**config.mk**
```make
export PLATFORM = sky130hd
export DESIGN_NAME = gf_mul_array
export DESIGN_NICKNAME = d
export VERILOG_FILES = /design/src/rtl/gf_pkg.sv /design/src/rtl/gf_mul_lane.sv /design/src/rtl/gf_mul_array.sv
export SDC_FILE = /design/constraint.sdc
export NUM_CORES = 2
export LEC_CHECK = 0
export BUFFER_PORTS_ARGS = -buffer_cell sky130_fd_sc_hd__buf_2
export CAP_MARGIN = 20
export CORE_MARGIN = 5
export CORE_UTILIZATION = 60
export CTS_CLUSTER_SIZE = 25
export DETAILED_ROUTE_END_ITERATION = 8
export PLACE_DENSITY = 0.86
export SLEW_MARGIN = 15
export SYNTH_ARGS = -nofsm -noshare
export SYNTH_HDL_FRONTEND = slang
export SYNTH_SLANG_ARGS = --single-unit
```
**constraint.sdc**
```tcl
create_clock -name clk -period 3.5 [get_ports clk]
set_input_delay 0.35 -clock clk [delete_from_list [all_inputs] [get_ports clk]]
set_output_delay 0.35 -clock clk [all_outputs]
set_load 0.02 [all_outputs]
```
**src/rtl/gf_pkg.sv**
```systemverilog
// Shared GF(2^16) definitions for the multiplier array: field constants, lane word type,
// and the digit-serial multiply / reduce helpers used by every pipeline stage.
package gf_pkg;

    localparam int unsigned GF_M     = 16;
    localparam int unsigned GF_DIGIT = 8;
    localparam int unsigned GF_LANES = 9;
    localparam logic [16:0] GF_POLY  = 17'h1002B;

    // Index 0 holds the x^15 coefficient.
    typedef logic [0:GF_M-1]          gf_elem_t;
    typedef logic [0:GF_M+GF_DIGIT-1] gf_wide_t;

    function automatic gf_wide_t gf_clmul_digit(input gf_elem_t a, input logic [0:GF_DIGIT-1] b);
        gf_wide_t acc;
        acc = '0;
        for (int unsigned i = 0; i < GF_DIGIT; i++) begin
            if (b[GF_DIGIT-1-i]) begin
                acc = acc ^ (gf_wide_t'(a) << i);
            end
        end
        return acc;
    endfunction

    // Two folds of x^16 = poly[15:0] bring any 24-bit product back below degree 16.
    function automatic gf_elem_t gf_reduce(input gf_wide_t p, input logic [16:0] poly);
        gf_wide_t acc;
        gf_wide_t hi;
        acc = p;
        for (int unsigned fold = 0; fold < 2; fold++) begin
            hi  = acc >> GF_M;
            acc = acc ^ (hi << GF_M);
            for (int unsigned j = 0; j < GF_M; j++) begin
                if (poly[j]) begin
                    acc = acc ^ (hi << j);
                end
            end
        end
        return acc[GF_DIGIT:GF_M+GF_DIGIT-1];
    endfunction

endpackage

```
**src/rtl/gf_mul_lane.sv**
```systemverilog
// One GF(2^16) multiplier lane: input register, high-digit partial product,
// then low-digit partial product merged with the shifted high result.
module gf_mul_lane
    import gf_pkg::*;
#(
    parameter int unsigned DIGIT = GF_DIGIT,
    parameter logic [16:0] POLY  = GF_POLY
) (
    input  logic     clk,
    input  logic     rst,
    input  gf_elem_t o,
    input  gf_elem_t t,
    output gf_elem_t r
);

    gf_elem_t         o0, t0;
    gf_elem_t         o1, acc1;
    logic [0:DIGIT-1] tl1;
    gf_elem_t         r_q;
    gf_elem_t         acc1_d, acc2_d;

    // Reduction is linear, so (acc1*x^8 mod P) ^ (o*tl mod P) is folded in a single pass.
    always_comb begin
        acc1_d = gf_reduce(gf_clmul_digit(o0, t0[0:DIGIT-1]), POLY);
        acc2_d = gf_reduce(gf_wide_t'({acc1, {DIGIT{1'b0}}}) ^ gf_clmul_digit(o1, tl1), POLY);
    end

    always_ff @(posedge clk) begin
        if (rst) begin
            o0   <= '0;
            t0   <= '0;
            o1   <= '0;
            tl1  <= '0;
            acc1 <= '0;
            r_q  <= '0;
        end else begin
            o0   <= o;
            t0   <= t;
            o1   <= o0;
            tl1  <= t0[DIGIT:GF_M-1];
            acc1 <= acc1_d;
            r_q  <= acc2_d;
        end
    end

    assign r = r_q;

endmodule

```
**src/rtl/gf_mul_array.sv**
```systemverilog
// Nine-lane GF(2^16) multiplier array with a fixed 3-cycle latency; the valid tag
// travels in a shift register alongside the lane pipelines.
module gf_mul_array
    import gf_pkg::*;
#(
    parameter int unsigned LANES = GF_LANES,
    parameter int unsigned M     = GF_M,
    parameter int unsigned DIGIT = GF_DIGIT,
    parameter logic [16:0] POLY  = GF_POLY
) (
    input  logic         clk,
    input  logic         rst,
    input  logic         in_valid,
    input  logic [0:M-1] mul1_o_in,
    input  logic [0:M-1] mul2_o_in,
    input  logic [0:M-1] mul3_o_in,
    input  logic [0:M-1] mul4_o_in,
    input  logic [0:M-1] mul5_o_in,
    input  logic [0:M-1] mul6_o_in,
    input  logic [0:M-1] mul7_o_in,
    input  logic [0:M-1] mul8_o_in,
    input  logic [0:M-1] mul9_o_in,
    input  logic [0:M-1] mul1_t_in,
    input  logic [0:M-1] mul2_t_in,
    input  logic [0:M-1] mul3_t_in,
    input  logic [0:M-1] mul4_t_in,
    input  logic [0:M-1] mul5_t_in,
    input  logic [0:M-1] mul6_t_in,
    input  logic [0:M-1] mul7_t_in,
    input  logic [0:M-1] mul8_t_in,
    input  logic [0:M-1] mul9_t_in,
    output logic [0:M-1] mul1_r_dat,
    output logic [0:M-1] mul2_r_dat,
    output logic [0:M-1] mul3_r_dat,
    output logic [0:M-1] mul4_r_dat,
    output logic [0:M-1] mul5_r_dat,
    output logic [0:M-1] mul6_r_dat,
    output logic [0:M-1] mul7_r_dat,
    output logic [0:M-1] mul8_r_dat,
    output logic [0:M-1] mul9_r_dat,
    output logic         out_valid
);

    gf_elem_t   o_lane [LANES];
    gf_elem_t   t_lane [LANES];
    gf_elem_t   r_lane [LANES];
    logic [0:2] v_q;

    assign o_lane[0] = mul1_o_in;
    assign o_lane[1] = mul2_o_in;
    assign o_lane[2] = mul3_o_in;
    assign o_lane[3] = mul4_o_in;
    assign o_lane[4] = mul5_o_in;
    assign o_lane[5] = mul6_o_in;
    assign o_lane[6] = mul7_o_in;
    assign o_lane[7] = mul8_o_in;
    assign o_lane[8] = mul9_o_in;

    assign t_lane[0] = mul1_t_in;
    assign t_lane[1] = mul2_t_in;
    assign t_lane[2] = mul3_t_in;
    assign t_lane[3] = mul4_t_in;
    assign t_lane[4] = mul5_t_in;
    assign t_lane[5] = mul6_t_in;
    assign t_lane[6] = mul7_t_in;
    assign t_lane[7] = mul8_t_in;
    assign t_lane[8] = mul9_t_in;

    assign mul1_r_dat = r_lane[0];
    assign mul2_r_dat = r_lane[1];
    assign mul3_r_dat = r_lane[2];
    assign mul4_r_dat = r_lane[3];
    assign mul5_r_dat = r_lane[4];
    assign mul6_r_dat = r_lane[5];
    assign mul7_r_dat = r_lane[6];
    assign mul8_r_dat = r_lane[7];
    assign mul9_r_dat = r_lane[8];

    for (genvar g = 0; g < LANES; g++) begin : g_lane
        gf_mul_lane #(
            .DIGIT (DIGIT),
            .POLY  (POLY)
        ) u_lane (
            .clk (clk),
            .rst (rst),
            .o   (o_lane[g]),
            .t   (t_lane[g]),
            .r   (r_lane[g])
        );
    end

    always_ff @(posedge clk) begin
        if (rst) begin
            v_q <= '0;
        end else begin
            v_q <= {in_valid, v_q[0:1]};
        end
    end

    assign out_valid = v_q[2];

endmodule
```
== Yosys cells after proc, flatten, opt, wreduce, memory -nomap -nowiden ==
Index checks and enable logic that the tools add are counted.
Word-level totals
  register bits: 795
  latch bits: 0
  bits in writable memories: 0
  ROM bits: 0
  memories kept: 0
Operators by class
  add/subtract/negate cells: 0
  $mul: 0
  divide/modulo/power cells: 0
  magnitude comparators: 0
  equality and inequality tests: 0
  shifts and indexed selects: 0
  muxes and demuxes: 144
  bitwise logic cells: 315
  reduce and logical (&&, ||, !) cells: 0
Operator list (count)
  24-bit 2-to-1 mux: 126
  24-bit bitwise XOR: 27
  24-bit by 11-bit bitwise XOR with 24-bit output: 18
  24-bit by 13-bit bitwise XOR with 24-bit output: 18
  24-bit by 17-bit bitwise XOR with 24-bit output: 18
  24-bit by 18-bit bitwise XOR with 24-bit output: 18
  24-bit by 19-bit bitwise XOR with 24-bit output: 18
  24-bit by 20-bit bitwise XOR with 24-bit output: 18
  24-bit by 21-bit bitwise XOR with 24-bit output: 18
  24-bit by 22-bit bitwise XOR with 24-bit output: 18
  24-bit by 23-bit bitwise XOR with 24-bit output: 18
  24-bit by 8-bit bitwise XOR with 24-bit output: 18
  24-bit by 9-bit bitwise XOR with 24-bit output: 18
  16-bit 2-to-1 mux: 18
  16-bit by 1-bit bitwise XOR with 16-bit output, second input constant: 18
  16-bit by 11-bit bitwise XOR with 16-bit output: 18
  16-bit by 13-bit bitwise XOR with 16-bit output: 18
  16-bit by 8-bit bitwise XOR with 16-bit output: 18
  16-bit by 9-bit bitwise XOR with 16-bit output: 18

== Depth between registers and ports, before layout ==
  depth after elaboration: 26
  gate-level depth with buffers: 8
  depth with buffers taken out: 6

== Hierarchy ==
A second synthesis with hierarchy kept.
Unflattened totals
  cell total of the unflattened synthesis: 6873
  area total of the unflattened synthesis: 55290.5 um^2
By module, submodules not included
  gf_mul_lane: times used 9, cells each 763, area an instance 6134.6 um^2
  gf_mul_array: times used 1, cells each 6, area an instance 78.8 um^2

== Least setup slack after synthesis ==
No wires, ideal clock.
  path type: flip-flop to flip-flop
  from: register g_lane[1].u_lane.o0[14]
  to: register g_lane[1].u_lane.acc1[7]
  setup time: 128 ps
  arrival: 1922 ps
  slack: 1450 ps
  cell stages (with the launch flop): 8
  path buffers: 1
  clock period less this slack: 2050 ps
  cell sequence: dfxtp_1 -> clkbuf_1 -> nand2_1 -> xnor3_1 -> xnor2_1 -> xnor3_1 -> xnor2_1 -> nor2_1
Between the ends
  longest elaborated chain between the ends: 14
RTL lines
  from (decl): RTL line gf_mul_lane.sv:16  | gf_elem_t o0, t0;
  from (signal assigned): RTL line gf_mul_lane.sv:37  | o0 <= o;
  24-bit by 20-bit bitwise XOR with 24-bit output: RTL line gf_pkg.sv:19  | acc = acc ^ (gf_wide_t'(a) << i);
  24-bit 2-to-1 mux: RTL line gf_pkg.sv:18  | if (b[GF_DIGIT-1-i]) begin
  24-bit by 21-bit bitwise XOR with 24-bit output: RTL line gf_pkg.sv:19
  24-bit 2-to-1 mux: RTL line gf_pkg.sv:18
  24-bit by 22-bit bitwise XOR with 24-bit output: RTL line gf_pkg.sv:19
  24-bit 2-to-1 mux *: RTL line gf_pkg.sv:18
  24-bit by 23-bit bitwise XOR with 24-bit output: RTL line gf_pkg.sv:19
  24-bit 2-to-1 mux *: RTL line gf_pkg.sv:18
  24-bit by 13-bit bitwise XOR with 24-bit output *: RTL line gf_pkg.sv:35  | acc = acc ^ (hi << j);
  16-bit by 1-bit bitwise XOR with 16-bit output / 24-bit by 8-bit bitwise XOR with 24-bit output (equally long branches): RTL line gf_pkg.sv:32, gf_pkg.sv:35
  16-bit by 8-bit bitwise XOR with 16-bit output / 24-bit by 9-bit bitwise XOR with 24-bit output (equally long branches): RTL line gf_pkg.sv:35
  16-bit by 9-bit bitwise XOR with 16-bit output / 24-bit by 11-bit bitwise XOR with 24-bit output (equally long branches): RTL line gf_pkg.sv:35
  16-bit by 11-bit bitwise XOR with 16-bit output / 24-bit by 13-bit bitwise XOR with 24-bit output (equally long branches): RTL line gf_pkg.sv:35
  16-bit by 13-bit bitwise XOR with 16-bit output *: RTL line gf_pkg.sv:35
  to (signal assigned): RTL line gf_mul_lane.sv:34  | acc1 <= '0;
  to (signal assigned): RTL line gf_mul_lane.sv:41  | acc1 <= acc1_d;
  to (decl): RTL line gf_mul_lane.sv:17  | gf_elem_t o1, acc1;
Every way passes the cells marked *; elsewhere a longest branch is shown, timed or not.
A chain may end at the register's enable or synchronous reset.

== Final worst setup path ==
  from: register g_lane[8].u_lane.tl1[0] (netlist bit)
  to: register g_lane[8].u_lane.r_q[5]
Between the ends
  longest elaborated chain between the ends: 12
RTL lines
  from (decl): RTL line gf_mul_lane.sv:18  | logic [0:DIGIT-1] tl1;
  from (signal assigned): RTL line gf_mul_lane.sv:40  | tl1 <= t0[DIGIT:GF_M-1];
  24-bit 2-to-1 mux *: RTL line gf_pkg.sv:18
  24-bit bitwise XOR *: RTL line gf_mul_lane.sv:25  | acc2_d = gf_reduce(gf_wide_t'({acc1, {DIGIT{1'b0}}}) ^ gf_clmul_digit(o1, tl1), POLY);
  24-bit bitwise XOR: RTL line gf_pkg.sv:32  | acc = acc ^ (hi << GF_M);
  24-bit by 8-bit bitwise XOR with 24-bit output: RTL line gf_pkg.sv:35
  24-bit by 9-bit bitwise XOR with 24-bit output: RTL line gf_pkg.sv:35
  24-bit by 11-bit bitwise XOR with 24-bit output: RTL line gf_pkg.sv:35
  24-bit by 13-bit bitwise XOR with 24-bit output *: RTL line gf_pkg.sv:35
  16-bit by 1-bit bitwise XOR with 16-bit output: RTL line gf_pkg.sv:32
  16-bit by 8-bit bitwise XOR with 16-bit output: RTL line gf_pkg.sv:35
  16-bit by 9-bit bitwise XOR with 16-bit output: RTL line gf_pkg.sv:35
  16-bit by 11-bit bitwise XOR with 16-bit output: RTL line gf_pkg.sv:35
  16-bit by 13-bit bitwise XOR with 16-bit output *: RTL line gf_pkg.sv:35
  to (signal assigned): RTL line gf_mul_lane.sv:35  | r_q <= '0;
  to (signal assigned): RTL line gf_mul_lane.sv:42  | r_q <= acc2_d;
  to (decl): RTL line gf_mul_lane.sv:19  | gf_elem_t r_q;
Marked as above.

==> flow_metrics.env <==
export IMPL_status="completed"
export IMPL_cts_resized_gates=0
export IMPL_cp_startpoint="g_lane[8].u_lane.tl1[0]"
export IMPL_die_x_um=314
export IMPL_tns_ns=0
export IMPL_critPathCaptureType="flip-flop"
export IMPL_wl_per_cell_um=18.9
export IMPL_worst_slew_pin_slew_ns=0.807
export IMPL_synthAdderAreaFrac_pct=0
export IMPL_rsz0062_at_grt="false"
export IMPL_gr_usage_all_layers_pct=31.1
export IMPL_portBuffers=435
export IMPL_clkTransAtPathRegs_ns=0.07
export IMPL_final_nets=7415
export IMPL_synth_compound_gate_area_share_pct=0.264
export IMPL_netlist_instances=6887
export IMPL_via_per_inst=5.48
export IMPL_drt_wl_total_um=159000
export IMPL_period_minus_slack_ns=2.57
export IMPL_worst_path_largest_cell_delay_ns=0.69
export IMPL_initial_core_util_pct=60.4
export IMPL_core_um2=91700
export IMPL_hold_class="input pin to flip-flop"
export IMPL_fmax_mhz=388
export IMPL_grt_pass1_vias=46386
export IMPL_synth_top_cell_area_share_pct=28.7
export IMPL_r2r_start="g_lane[8].u_lane.tl1[0]"
export IMPL_synth_xor_area_share_pct=42.0
export IMPL_grt_pass1_wl_um=250000
export IMPL_finalSetupViolCount=0
export IMPL_grt_max_degree=81
export IMPL_yosys_area_share_simple_pct=23.5
export IMPL_crit_path_start_kind="flip-flop"
export IMPL_synth_top_family_by_area="XOR/XNOR gates"
export IMPL_layout_common_cells="nand2_1, xnor2_1, dfxtp_1, xor2_1, nor2b_1"
export IMPL_synth_area_leader_cell="dfxtp_1"
export IMPL_fin_util_pct=68.5
export IMPL_cts_tree="yes"
export IMPL_crit_top_cell="xnor3_1"
export IMPL_vdd_drop_max_mv=0.503
export IMPL_min_from="mul3_t_in[1]"
export IMPL_drive_gt1_share_pct=10.3
export IMPL_insertion_delay_ns=0.67
export IMPL_crit_chain="nand2_2 -> xor2_1 -> xnor3_1 -> xnor3_2 -> xnor3_1 -> nor2_1"
export IMPL_clock_sinks=795
export IMPL_vias=45987
export IMPL_netlist_area_um2=55400
export IMPL_area_growth_pct=13.4
export IMPL_yosysSeqAreaShare_pct=28.7
export IMPL_ctsRootBufferMaster="clkbuf_16"
export IMPL_drc=0
export IMPL_die_area_um2=98400
export IMPL_cp_required_ns=4.09
export IMPL_io_pins=436
export IMPL_maxCapViolations=0
export IMPL_register_area_um2=15900
export IMPL_fill_cells=6392
export IMPL_dp_hpwl_um=99900
export IMPL_cts_buffers=87
export IMPL_p_per_area_nw_per_um2=464
export IMPL_synth_mux_area_share_pct=0.158
export IMPL_gr_total_overflow=0
export IMPL_syn_nets=7178
export IMPL_postCtsSetupBuffers=0
export IMPL_hold_violations=0
export IMPL_syn_avg_cell_area_um2=8.04
export IMPL_cellLeakagePower_nw=24.0
export IMPL_postSynth_asyncResetShare_pct=0
export IMPL_maxSlewHeadroom_pct=46.1
export IMPL_die_h_um=314
export IMPL_skew_ns=0.0316
export IMPL_ys_types=27
export IMPL_ys_top_cells_by_area="dfxtp_1, xnor2_1, nand2_1"
export IMPL_synth_edf_count=0
export IMPL_cts_max_level=3
export IMPL_ys_flop_type="dfxtp_1"
export IMPL_synth_warnings=0
export IMPL_hold_buffers=285
export IMPL_path_max_fanout=16
export IMPL_maxSlewViolCount=0
export IMPL_cp_slowest_cell="dfxtp_1"
export IMPL_multi_input_area_um2=36500
export IMPL_min_period_over_period_pct=73.6
export IMPL_antenna_found_initial=14
export IMPL_crit_type="flip-flop to flip-flop"
export IMPL_synth_seq_cells=795
export IMPL_place_congestion=0.943
export IMPL_final_common_cell="nand2_1"
export IMPL_firstDrtPassIters=8
export IMPL_max_clock_path_buffers=3
export IMPL_cp_data_arrival_time_ns=3.16
export IMPL_ant_nets=0
export IMPL_drtIter0Drc=5243
export IMPL_row_count=111
[cells in the mapped netlist (all sizes together), types with 7 or more instances]
cell and n:
xnor2 1494, nor2 300, nand2 2292, a22oi 7, dfxtp 795, inv 10, buf 125, xor2 570
nor2b 507, clkbuf 539, xnor3 223, o21ai 8
[worst max-delay path: cells and delay by family, from the launching register on]
family,cells,cell delay (ns)
xor+xnor,4,1.59
flops,1,0.69
simple gates,2,0.23
[logic make-up (layout without fill, tap and decap cells)]
group	after synthesis	in the layout
simple gates	3101	3101
mux	8	8
buf+inv	674	983
xor+xnor	2287	2287
flops	795	795
other cells	0	10
compound gates	22	22
[cell type report]
cell class	count	share of cell area [%]
repair buffers	812	9.26
multi-input cells	5418	58.0
inverters	10	0.0598
flip-flops and latches	795	25.3
diodes	10	0.0398
clock inverters	46	0.924
clock buffers	115	3.97
well taps	1186	2.36
[report_power, final]
part	total [mW]	internal, mW	switching, mW
Combinational	7.80	3.92	3.89
Sequential	11.4	10.2	1.28
Clock	9.90	5.82	4.08
Total	29.1	19.9	9.25
[through the flow]
| stage | worst slack (ns) | power (mW) | hold slack [ns] | cell area [um^2] | instances |
|---|---|---|---|---|---|
| 2_1_floorplan | 1.45 | 16.8 | 0.414 | 55400 | 6887 |
| 3_3_place_gp | 1.13 | 18.7 | 0.418 | 56900 | 7936 |
| 6_report | 0.926 | 29.1 | 0.0446 | 62800 | 8392 |
| 3_5_place_dp | 1.03 | 18.9 | 0.423 | 56900 | 7936 |
| 5_1_grt | 0.849 | 30.2 | 0.00551 | 62800 | 8391 |
| 4_1_cts | 1.01 | 28.9 | 0.00216 | 62800 | 8382 |
[final timing paths]
| path | to | cells after the start | slack, ns |
|---|---|---|---|
| worst min register to register | g_lane[7].u_lane.tl1[7] | 1 | 0.43 |
| worst max-delay path | g_lane[8].u_lane.r[5] | 6 | 0.93 |
| worst max register to register | g_lane[8].u_lane.r[5] | 6 | 0.93 |
| worst min-delay path | g_lane[2].u_lane.t0[14] | 2 | 0.04 |
[per-layer routing]
| metal | part of all wire, % | track usage (%) | vias to the layer above |
|---|---|---|---|
| met5 | 0 | 0 | - |
| met4 | 6.7 | 18.0 | 0 |
| met3 | 9.9 | 5.87 | 829 |
| met2 | 47 | 52.7 | 3003 |
| met1 | 36 | 37.1 | 21275 |
| li1 | - | - | 20880 |
[flip-flops by register name, summed over array words and instances, names as in the netlist]
register / count
g_lane.u_lane.acc1: 144
g_lane.u_lane.o0: 144
g_lane.u_lane.o1: 144
g_lane.u_lane.r: 144
g_lane.u_lane.t0: 144
g_lane.u_lane.tl1: 72
v_q: 3
No activity file was read; power rests on OpenSTA's default activity.
